<file path="src/rtl/alu_pkg.sv">
// rtl/alu_pkg.sv - shared ALU datapath types and constants for the sequential divider
package alu_pkg;

    typedef enum logic [1:0] {
        IDLE = 2'd0,
        RUN  = 2'd1,
        FIX  = 2'd2
    } div_state_e;

    localparam int DIV_WIDTH = 32;

    // Quotient reported when the divisor is zero
    localparam logic [DIV_WIDTH-1:0] DIV0_QUOTIENT = '1;

    // Iteration counter must hold the value WIDTH itself
    function automatic int div_cnt_width(input int width);
        return $clog2(width + 1);
    endfunction

    localparam int DIV_CNT_W = div_cnt_width(DIV_WIDTH);

endpackage

</file>
<file path="src/rtl/divider_step.sv">
// rtl/divider_step.sv - one combinational restoring-division step
module divider_step
    import alu_pkg::*;
#(
    parameter int WIDTH = DIV_WIDTH
) (
    input  logic [WIDTH:0]   rem_i,
    input  logic [WIDTH-1:0] q_i,
    input  logic [WIDTH-1:0] dvsr_i,
    output logic [WIDTH:0]   rem_o,
    output logic [WIDTH-1:0] q_o
);

    logic [WIDTH+1:0] rem_sh;
    logic [WIDTH+1:0] diff;
    logic             fits;

    // Shift the next dividend bit into the partial remainder, trial-subtract, restore on borrow
    always_comb begin
        rem_sh = {rem_i, q_i[WIDTH-1]};
        diff   = rem_sh - {2'b00, dvsr_i};
        fits   = ~diff[WIDTH+1];
        rem_o  = fits ? diff[WIDTH:0] : rem_sh[WIDTH:0];
        q_o    = {q_i[WIDTH-2:0], fits};
    end

endmodule

</file>
<file path="src/rtl/divider_seq.sv">
// rtl/divider_seq.sv - sequential restoring divider, signed/unsigned, start/busy/done handshake
module divider_seq
    import alu_pkg::*;
#(
    parameter int WIDTH = DIV_WIDTH
) (
    input  logic             clk,
    input  logic             reset,
    input  logic             start,
    input  logic             is_signed,
    input  logic [WIDTH-1:0] dividend,
    input  logic [WIDTH-1:0] divisor,
    output logic             busy,
    output logic             done,
    output logic [WIDTH-1:0] quotient,
    output logic [WIDTH-1:0] remainder,
    output logic             div_by_zero
);

    localparam int CNT_W = div_cnt_width(WIDTH);

    div_state_e       state_q, state_d;
    logic [CNT_W-1:0] cnt_q, cnt_d;
    logic [WIDTH:0]   rem_q, rem_d;
    logic [WIDTH-1:0] wq_q, wq_d;
    logic [WIDTH-1:0] dvsr_q, dvsr_d;
    logic             neg_quo_q, neg_quo_d;
    logic             neg_rem_q, neg_rem_d;
    logic             zero_q, zero_d;
    logic             busy_q, busy_d;
    logic             done_q, done_d;
    logic [WIDTH-1:0] quotient_q, quotient_d;
    logic [WIDTH-1:0] remainder_q, remainder_d;
    logic             div_by_zero_q, div_by_zero_d;

    logic [WIDTH-1:0] mag_a, mag_b;
    logic             dvsr_zero;
    logic [WIDTH:0]   step_rem;
    logic [WIDTH-1:0] step_q;

    // Operand magnitudes; signed mode works on absolute values and fixes signs at the end
    always_comb begin
        mag_a     = (is_signed && dividend[WIDTH-1]) ? -dividend : dividend;
        mag_b     = (is_signed && divisor[WIDTH-1])  ? -divisor  : divisor;
        dvsr_zero = (divisor == '0);
    end

    divider_step #(
        .WIDTH (WIDTH)
    ) u_step (
        .rem_i  (rem_q),
        .q_i    (wq_q),
        .dvsr_i (dvsr_q),
        .rem_o  (step_rem),
        .q_o    (step_q)
    );

    // Next-state and next-output logic for the IDLE/RUN/FIX sequence
    always_comb begin
        state_d       = state_q;
        cnt_d         = cnt_q;
        rem_d         = rem_q;
        wq_d          = wq_q;
        dvsr_d        = dvsr_q;
        neg_quo_d     = neg_quo_q;
        neg_rem_d     = neg_rem_q;
        zero_d        = zero_q;
        busy_d        = busy_q;
        done_d        = 1'b0;
        quotient_d    = quotient_q;
        remainder_d   = remainder_q;
        div_by_zero_d = div_by_zero_q;

        case (state_q)
            IDLE: begin
                if (start) begin
                    wq_d      = mag_a;
                    dvsr_d    = mag_b;
                    neg_quo_d = is_signed & (dividend[WIDTH-1] ^ divisor[WIDTH-1]);
                    neg_rem_d = is_signed & dividend[WIDTH-1];
                    zero_d    = dvsr_zero;
                    // On divide-by-zero the dividend magnitude parks in the remainder so the
                    // normal sign fix-up returns the original dividend unchanged
                    rem_d     = dvsr_zero ? {1'b0, mag_a} : '0;
                    cnt_d     = CNT_W'(WIDTH);
                    busy_d    = 1'b1;
                    state_d   = dvsr_zero ? FIX : RUN;
                end
            end
            RUN: begin
                rem_d = step_rem;
                wq_d  = step_q;
                cnt_d = cnt_q - CNT_W'(1);
                if (cnt_q == CNT_W'(1)) begin
                    state_d = FIX;
                end
            end
            FIX: begin
                quotient_d    = zero_q ? '1 : (neg_quo_q ? -wq_q : wq_q);
                remainder_d   = neg_rem_q ? -rem_q[WIDTH-1:0] : rem_q[WIDTH-1:0];
                div_by_zero_d = zero_q;
                done_d        = 1'b1;
                busy_d        = 1'b0;
                state_d       = IDLE;
            end
            default: begin
                state_d = IDLE;
                busy_d  = 1'b0;
            end
        endcase
    end

    // State and registered outputs; reset discards any operation in flight
    always_ff @(posedge clk or posedge reset) begin
        if (reset) begin
            state_q       <= IDLE;
            cnt_q         <= '0;
            rem_q         <= '0;
            wq_q          <= '0;
            dvsr_q        <= '0;
            neg_quo_q     <= 1'b0;
            neg_rem_q     <= 1'b0;
            zero_q        <= 1'b0;
            busy_q        <= 1'b0;
            done_q        <= 1'b0;
            quotient_q    <= '0;
            remainder_q   <= '0;
            div_by_zero_q <= 1'b0;
        end else begin
            state_q       <= state_d;
            cnt_q         <= cnt_d;
            rem_q         <= rem_d;
            wq_q          <= wq_d;
            dvsr_q        <= dvsr_d;
            neg_quo_q     <= neg_quo_d;
            neg_rem_q     <= neg_rem_d;
            zero_q        <= zero_d;
            busy_q        <= busy_d;
            done_q        <= done_d;
            quotient_q    <= quotient_d;
            remainder_q   <= remainder_d;
            div_by_zero_q <= div_by_zero_d;
        end
    end

    assign busy        = busy_q;
    assign done        = done_q;
    assign quotient    = quotient_q;
    assign remainder   = remainder_q;
    assign div_by_zero = div_by_zero_q;

endmodule

</file>
<file path="config.mk">
export PLATFORM = sky130hd
export DESIGN_NAME = divider_seq
export DESIGN_NICKNAME = d
export VERILOG_FILES = /design/src/rtl/alu_pkg.sv /design/src/rtl/divider_step.sv /design/src/rtl/divider_seq.sv
export SDC_FILE = /design/constraint.sdc
export NUM_CORES = 1
export LEC_CHECK = 0
export BUFFER_PORTS_ARGS = -buffer_cell sky130_fd_sc_hd__buf_2
export CORE_UTILIZATION = 60
export DETAILED_ROUTE_END_ITERATION = 10
export PLACE_DENSITY = 0.82
export SETUP_SLACK_MARGIN = 0.02
export SLEW_MARGIN = 0
export SYNTH_ARGS = -nofsm -noshare
export SYNTH_HDL_FRONTEND = slang
export SYNTH_SLANG_ARGS = --single-unit
export TNS_END_PERCENT = 50
</file>
<file path="constraint.sdc">
create_clock -name clk -period 8.16 [get_ports clk]
set_input_delay 0.408 -clock clk [delete_from_list [all_inputs] [get_ports clk]]
set_output_delay 0.408 -clock clk [all_outputs]
set_load 0.02 [all_outputs]
</file>
==> results of run 1 <==
layer usage:
layer | share of wire, % | up-vias
met3 | 6.3 | 79
met1 | 44 | 5170
met2 | 47 | 405
met4 | 2.6 | 0
met5 | 0 | -
li1 | - | 5231
sequential cells by signal (all words and copies together), names as in the netlist:
| name | flops |
|---|---|
| div_by_zero | 1 |
| neg_rem_q | 1 |
| busy | 1 |
| remainder | 32 |
| cnt_q | 6 |
| state_q | 2 |
| neg_quo_q | 1 |
| zero_q | 1 |
| wq_q | 32 |
| quotient | 32 |
| dvsr_q | 32 |
| done | 1 |
| rem_q | 33 |
stage by stage:
step / util (%) / hold WS, ns
6_report: 68.9 / 0.173
5_1_grt: 68.9 / 0.269
4_1_cts: 68.9 / 0.221
3_5_place_dp: 65.6 / 0.459
3_3_place_gp: 65.6 / 0.449
2_1_floorplan: - / 0.449
area by class of cell:
class / instances / area, um2 / share of cell area [%]
clock inverter: 13 / 200 / 1.54
tap: 260 / 325 / 2.50
inverter: 58 / 223 / 1.71
timing repair buffer: 140 / 716 / 5.50
clock buffer: 19 / 433 / 3.32
sequential: 175 / 4380 / 33.6
multi-input combinational: 1115 / 6750 / 51.8
cell families after synthesis:
| logic type | synth area share (%) |
|---|---|
| mux | 0.954 |
| buf+inv | 4.87 |
| flops | 37.5 |
| compound gates | 23.6 |
| fa+ha+maj | 4.25 |
| xor+xnor | 10.4 |
| simple gates | 18.3 |
worst max path at each step:
stage	start	endpoint	slack, ns	cells past startpoint
floorplan	reset	busy	3.01	1
global placement	state_q[0]	quotient[5]	4.27	5
detailed placement	state_q[0]	quotient[8]	4.15	5
CTS	state_q[0]	quotient[8]	4.13	5
global route	state_q[0]	quotient[26]	3.58	5
finish	state_q[0]	quotient[1]	4.07	5
worst register-to-register path, delay by kind of cell, from the launching register on:
family / cells / cell delay [ns]
buffers and inverters: 2 / 1.57
and+or+nand+nor: 2 / 1.25
AOI/OAI and AO/OA: 1 / 0.07
DFF: 1 / 1.03
where the power goes:
group / switching, W / internal, W
Sequential: 0.000490 / 0.00127
Combinational: 0.00210 / 0.00139
Clock: 0.000373 / 0.000520
cells in the mapped netlist, drive strengths merged (6+ instances only):
cell / count / area, um2
ha: 38 / 475
nand2b: 13 / 81.3
or3: 17 / 111
nand2: 163 / 614
and2: 15 / 96.4
xor2: 88 / 771
a21oi: 151 / 756
o211ai: 9 / 67.6
nand3: 30 / 150
nor2b: 13 / 81.3
and3: 6 / 37.5
mux2i: 10 / 100
o41ai: 16 / 140
o31ai: 24 / 194
a211oi: 6 / 45.0
inv: 57 / 214
o22ai: 27 / 169
o21a: 10 / 75.1
buf: 12 / 61.3
nor2: 133 / 499
nor3: 30 / 150
a31oi: 20 / 125
clkbuf: 68 / 289
xnor2: 51 / 447
o21ai: 154 / 771
dfrtp: 175 / 4380
nor4: 10 / 62.6
or4: 10 / 86.3
==> out/qor.txt, run 1 <==
status = completed
Syn-to-layout area delta = 11.6%
Fin Setup TNS = 0 ns
slowest stage delay, CP = 1.04 ns
CTS tree = built
Final Hold Fails = 0
drt via density = 6.12
WS Path Type = reg2reg
Synth Flop Type = dfrtp_1
CP Data Required Time = 8.44 ns
FFs w/ async S/R, synth = 100%
die footprint = 20000 um2
total number of vias = 10900
Max Cap Viol = 0
share of cells above drive strength 1 = 12.5%
WL per Instance = 17.7 um
# Post-CTS Setup Buffers = 0
Synthesized Nets = 1535
Clk pin slew, worst setup/hold paths = 0.07 ns
Crit path max-delay family = buffers and inverters
met3 usage = 4.86%
placement row count = 50
Tmin final = 4.09 ns
number of flops mapped to enable cells by yosys = 0
RR Startpoint = state_q[0]
crit path buf inv count = 2
type of origin of the critical path = register
RSZ-0062 raised after global routing = no
Lkg Pwr = 5.71 nW
synth unique cells = 72
boundary pin count = 135
first-pass GRT wire length = 50800 um
Reg2Reg Depth = 5
buffers added on ports = 134
diode count = 0
clk root buf = clkbuf_16
initial drt markers = 763
Yosys warning total = 0
clk_skew = 0.00917 ns
flops & latches, synth = 175
placed insts = 1748
Mapped Area = 11700 um2
Total GRT Usage = 32.3%
post-route cell area = 13000 um2
H-tree lvl count = 4
R2R Setup Slk = 4.07 ns
core area = 18900 um2
total wire length = 31600 um
Die Wd = 141 um
commonest non-fill, non-tap cell in the layout = dfrtp_1
crit path DAT = 4.37 ns
Finished Layout Cells = 1780
fin crit share = 50.1%
TritonRoute pass-1 iters = 5
hold_buf cts = 0
most frequent cells in the layout = dfrtp_1 (175), nand2_1 (160), o21ai_0 (151), a21oi_1 (151), buf_2 (134)
fin nets = 1614
Worst-Margin Slew = 1.20 ns
Slew Viols, Final = 0
CTS Buf Count = 17
clk buf depth = 2
dpl hpwl = 23100 um
Reg2Reg Capture Point = quotient[1]
Slew headroom = 19.7%
largest net degree at the start of global routing = 105
Hold Path Class = in2async
mean post-synth cell area = 8.17 um2
Cell Chain, Critical Path = inv_1 > nand2_2 > clkinv_1 > nor2_1 > a21oi_1
CP max stage cell = clkinv_1
setup ws final = 4.07 ns
post-route ant nets = 0
post_cts resized = 0
Max VDD drop = 0.227 mV
pre-CTS WS = 4.15 ns
CP Capture Type = register
sequential share of the synthesized area = 37.5%
Most Crowded Layer GR = met2
dpl cell area = 12400 um2
met1 usage = 44.8%
final setup violation count = 0
power density cells = 471 nW/um2
routability cong. = 0.955
vias in the first global route = 9918
total power = 0.00614 W
# fillers = 1629
GR met2 Demand/Resource = 51.7%
drt drc = 0
Worst-Skew Late Latency = 0.44 ns
chip height = 141 um
Max Freq = 244 MHz
crit path max fanout = 70
gr ovfl total = 0
Initial Util = 61.8%
# clock sinks = 175
antenna violations before repair = 0
Post-Syn Instances = 1428
Power figures use the tool's default switching activity.
==> run 2: changes to the inputs <==
CORE_UTILIZATION = 54   (was 60)
PLACE_DENSITY = 0.78   (was 0.82)
clock period = 3.4 ns   (was 8.16 ns; I/O delays follow)
==> run 2 against run 1 <==
Compared with the run above:
- the run now ends with hold timing left
- non-clock buffer count increased by 49
- setup slack got worse by 3.9 ns
- count of clock-buffer cells in the layout decreased by 2
- critical path depth increased by 4
- wire length increased by 8.0%
- register-to-register slack got worse by 3.9 ns
- combinational power increased to 2.7 times the previous value
- first-iteration DRC count increased by 51%
- flip-flop and latch count unchanged
- utilization decreased by 5.1 points
- hold slack got worse by 0.25 ns
- critical path type unchanged
- critical endpoint is now quotient[31]
==> out/qor.txt, run 2 (same netlist as run 1, synthesis figures left out) <==
Total GRT Usage = 31.2% (was 32.3%)
crit path max fanout = 5 (was 70)
Lkg Pwr = 5.98 nW (was 5.71 nW)
final setup violation count = 0 (unchanged)
Die Wd = 149 um (was 141 um)
RSZ-0062 raised after global routing = no (unchanged)
post-route cell area = 13500 um2 (was 13000 um2)
share of cells above drive strength 1 = 15.4% (was 12.5%)
drt drc = 0 (unchanged)
clk_skew = 0.0109 ns (was 0.00917 ns)
CP Capture Type = register (unchanged)
fin crit share = 95.1% (was 50.1%)
dpl hpwl = 25700 um (was 23100 um)
hold_buf cts = 0 (unchanged)
crit path DAT = 3.60 ns (was 4.37 ns)
Reg2Reg Depth = 9 (was 5)
Int Pwr = 0.00791 W (was 0.00318 W)
Slew Viols, Final = 0 (unchanged)
clk root buf = clkbuf_16 (unchanged)
Max Cap Viol = 0 (unchanged)
# fillers = 1825 (was 1629)
clk buf depth = 2 (unchanged)
Flop pwr share = 25.9% (was 28.7%)
Syn-to-layout area delta = 15.3% (was 11.6%)
# clock sinks = 175 (unchanged)
Most flops, register = rem_q (unchanged)
die footprint = 22200 um2 (was 20000 um2)
H-tree lvl count = 4 (unchanged)
antenna violations before repair = 0 (unchanged)
Worst-Margin Slew = 1.06 ns (was 1.20 ns)
Final Hold Fails = 12 (was 0)
Initial Util = 55.3% (was 61.8%)
most frequent cells in the layout = dfrtp_1 (175), nand2_1 (160), o21ai_0 (151), a21oi_1 (151), buf_2 (134) (unchanged)
final worst hold slack = -0.0770 ns (was 0.173 ns)
CTS tree = built (unchanged)
Fin Setup TNS = 0 ns (unchanged)
boundary pin count = 135 (unchanged)
routability cong. = 0.973 (was 0.955)
diode count = 0 (unchanged)
Comb power frac = 60.3% (was 56.8%)
dpl cell area = 12800 um2 (was 12400 um2)
vias in the first global route = 10200 (was 9918)
violated checks = hold timing
max reg flops = 33 (unchanged)
Worst-Skew Late Latency = 0.44 ns (about the same)
total wire length = 34100 um (was 31600 um)
power density cells = 1140 nW/um2 (was 471 nW/um2)
Core Util, Final = 63.8% (was 68.9%)
Max VDD drop = 0.613 mV (was 0.227 mV)
# Post-CTS Setup Buffers = 0 (unchanged)
Clk pin slew, worst setup/hold paths = 0.08 ns (was 0.07 ns)
commonest non-fill, non-tap cell in the layout = dfrtp_1 (unchanged)
register area = 4380 um2 (unchanged)
WS Path Type = reg2reg (unchanged)
WL per Instance = 18.5 um (was 17.7 um)
area occupied by multi-input gates = 6750 um2 (about the same)
total number of vias = 11100 (was 10900)
buffers added on ports = 134 (unchanged)
R2R Setup Slk = 0.17 ns (was 4.07 ns)
first-pass GRT wire length = 53900 um (was 50800 um)
clock power share = 13.7% (was 14.5%)
Slew headroom = 29.5% (was 19.7%)
Tmin final = 3.23 ns (was 4.09 ns)
TritonRoute pass-1 iters = 6 (was 5)
post-route ant nets = 0 (unchanged)
Hold Path Class = in2async (unchanged)
initial drt markers = 1155 (was 763)
largest net degree at the start of global routing = 176 (was 105)
net switching power figure = 0.00745 W (was 0.00296 W)
core area = 21100 um2 (was 18900 um2)
type of origin of the critical path = register (unchanged)
Max Freq = 309 MHz (was 244 MHz)
Sw Share = 48.5% (was 48.2%)
gr ovfl total = 0 (unchanged)
fin nets = 1663 (was 1614)
chip height = 149 um (was 141 um)
CP Data Required Time = 3.77 ns (was 8.44 ns)
post_cts resized = 0 (unchanged)
status = finished with violations (was completed)
CTS Buf Count = 17 (unchanged)
drt via density = 6.04 (was 6.12)
total power = 0.0154 W (was 0.00614 W)
placement row count = 53 (was 50)
run 2: cell types whose count changed in the layout (fill, tap and decap cells not counted), moves of 2 or more:
cell,previous run,this run
clkinvlp_4,3,1
bufinv_16,4,2
clkbuf_1,2,0
buf_12,0,3
clkinv_8,0,4
inv_8,2,4
buf_4,6,52
run 2: metrics by stage:
| stage | std cells | hold WS [ns] | worst slack (ns) |
|---|---|---|---|
| 2_1_floorplan | 1428 | 0.306 | 0.323 |
| 3_3_place_gp | 1812 | 0.444 | 0.303 |
| 3_5_place_dp | 1812 | 0.458 | 0.272 |
| 4_1_cts | 1844 | 0.0319 | 0.246 |
| 5_1_grt | 1844 | 0.0444 | 0.0547 |
| 6_report | 1844 | -0.0770 | 0.166 |
run 2: power by group through the flow:
stage	combinational, W	sequential, W	clock (W)
CTS	0.00913	0.00394	0.00213
global route	0.0102	0.00409	0.00222
detailed placement	0.00905	0.00398	0
finish	0.00926	0.00398	0.00211
global placement	0.00892	0.00394	0
floorplan	0.00608	0.00418	0
run 2: final timing paths:
check / endpoint / startpoint
min reg2reg: quotient[0] / quotient[0]
max reg2reg: quotient[31] / wq_q[5]
min: state_q[0] / reset
max: quotient[31] / wq_q[5]
max in group asynchronous: remainder[13] / reset
min in group clk: dvsr_q[11] / divisor[11]
run 2: worst max-delay path, stage by stage (launching register included):
cell and delay [ns]:
dfrtp_1 0.45, or4_4 0.56, or4_4 0.48, or4_4 0.55, o31ai_4 0.29, and2_4 0.21
nand2_1 0.12, xnor2_1 0.29, o21ai_0 0.12, nand2_1 0.09
run 2: metal layers:
layer,routed length [um],global-route usage (%)
met1,14600,43.1
met5,0,0
met3,2850,5.14
met2,15400,48.1
met4,1260,14.1
run 2: area by class of cell:
| cell class | instances | area share [%] |
|---|---|---|
| Inverter | 58 | 1.65 |
| Timing Repair Buffer | 189 | 8.33 |
| Clock inverter | 15 | 1.59 |
| Tap cell | 275 | 2.56 |
| Sequential cell | 175 | 32.5 |
| Multi-Input combinational cell | 1115 | 50.2 |
| Clock buffer | 17 | 3.16 |
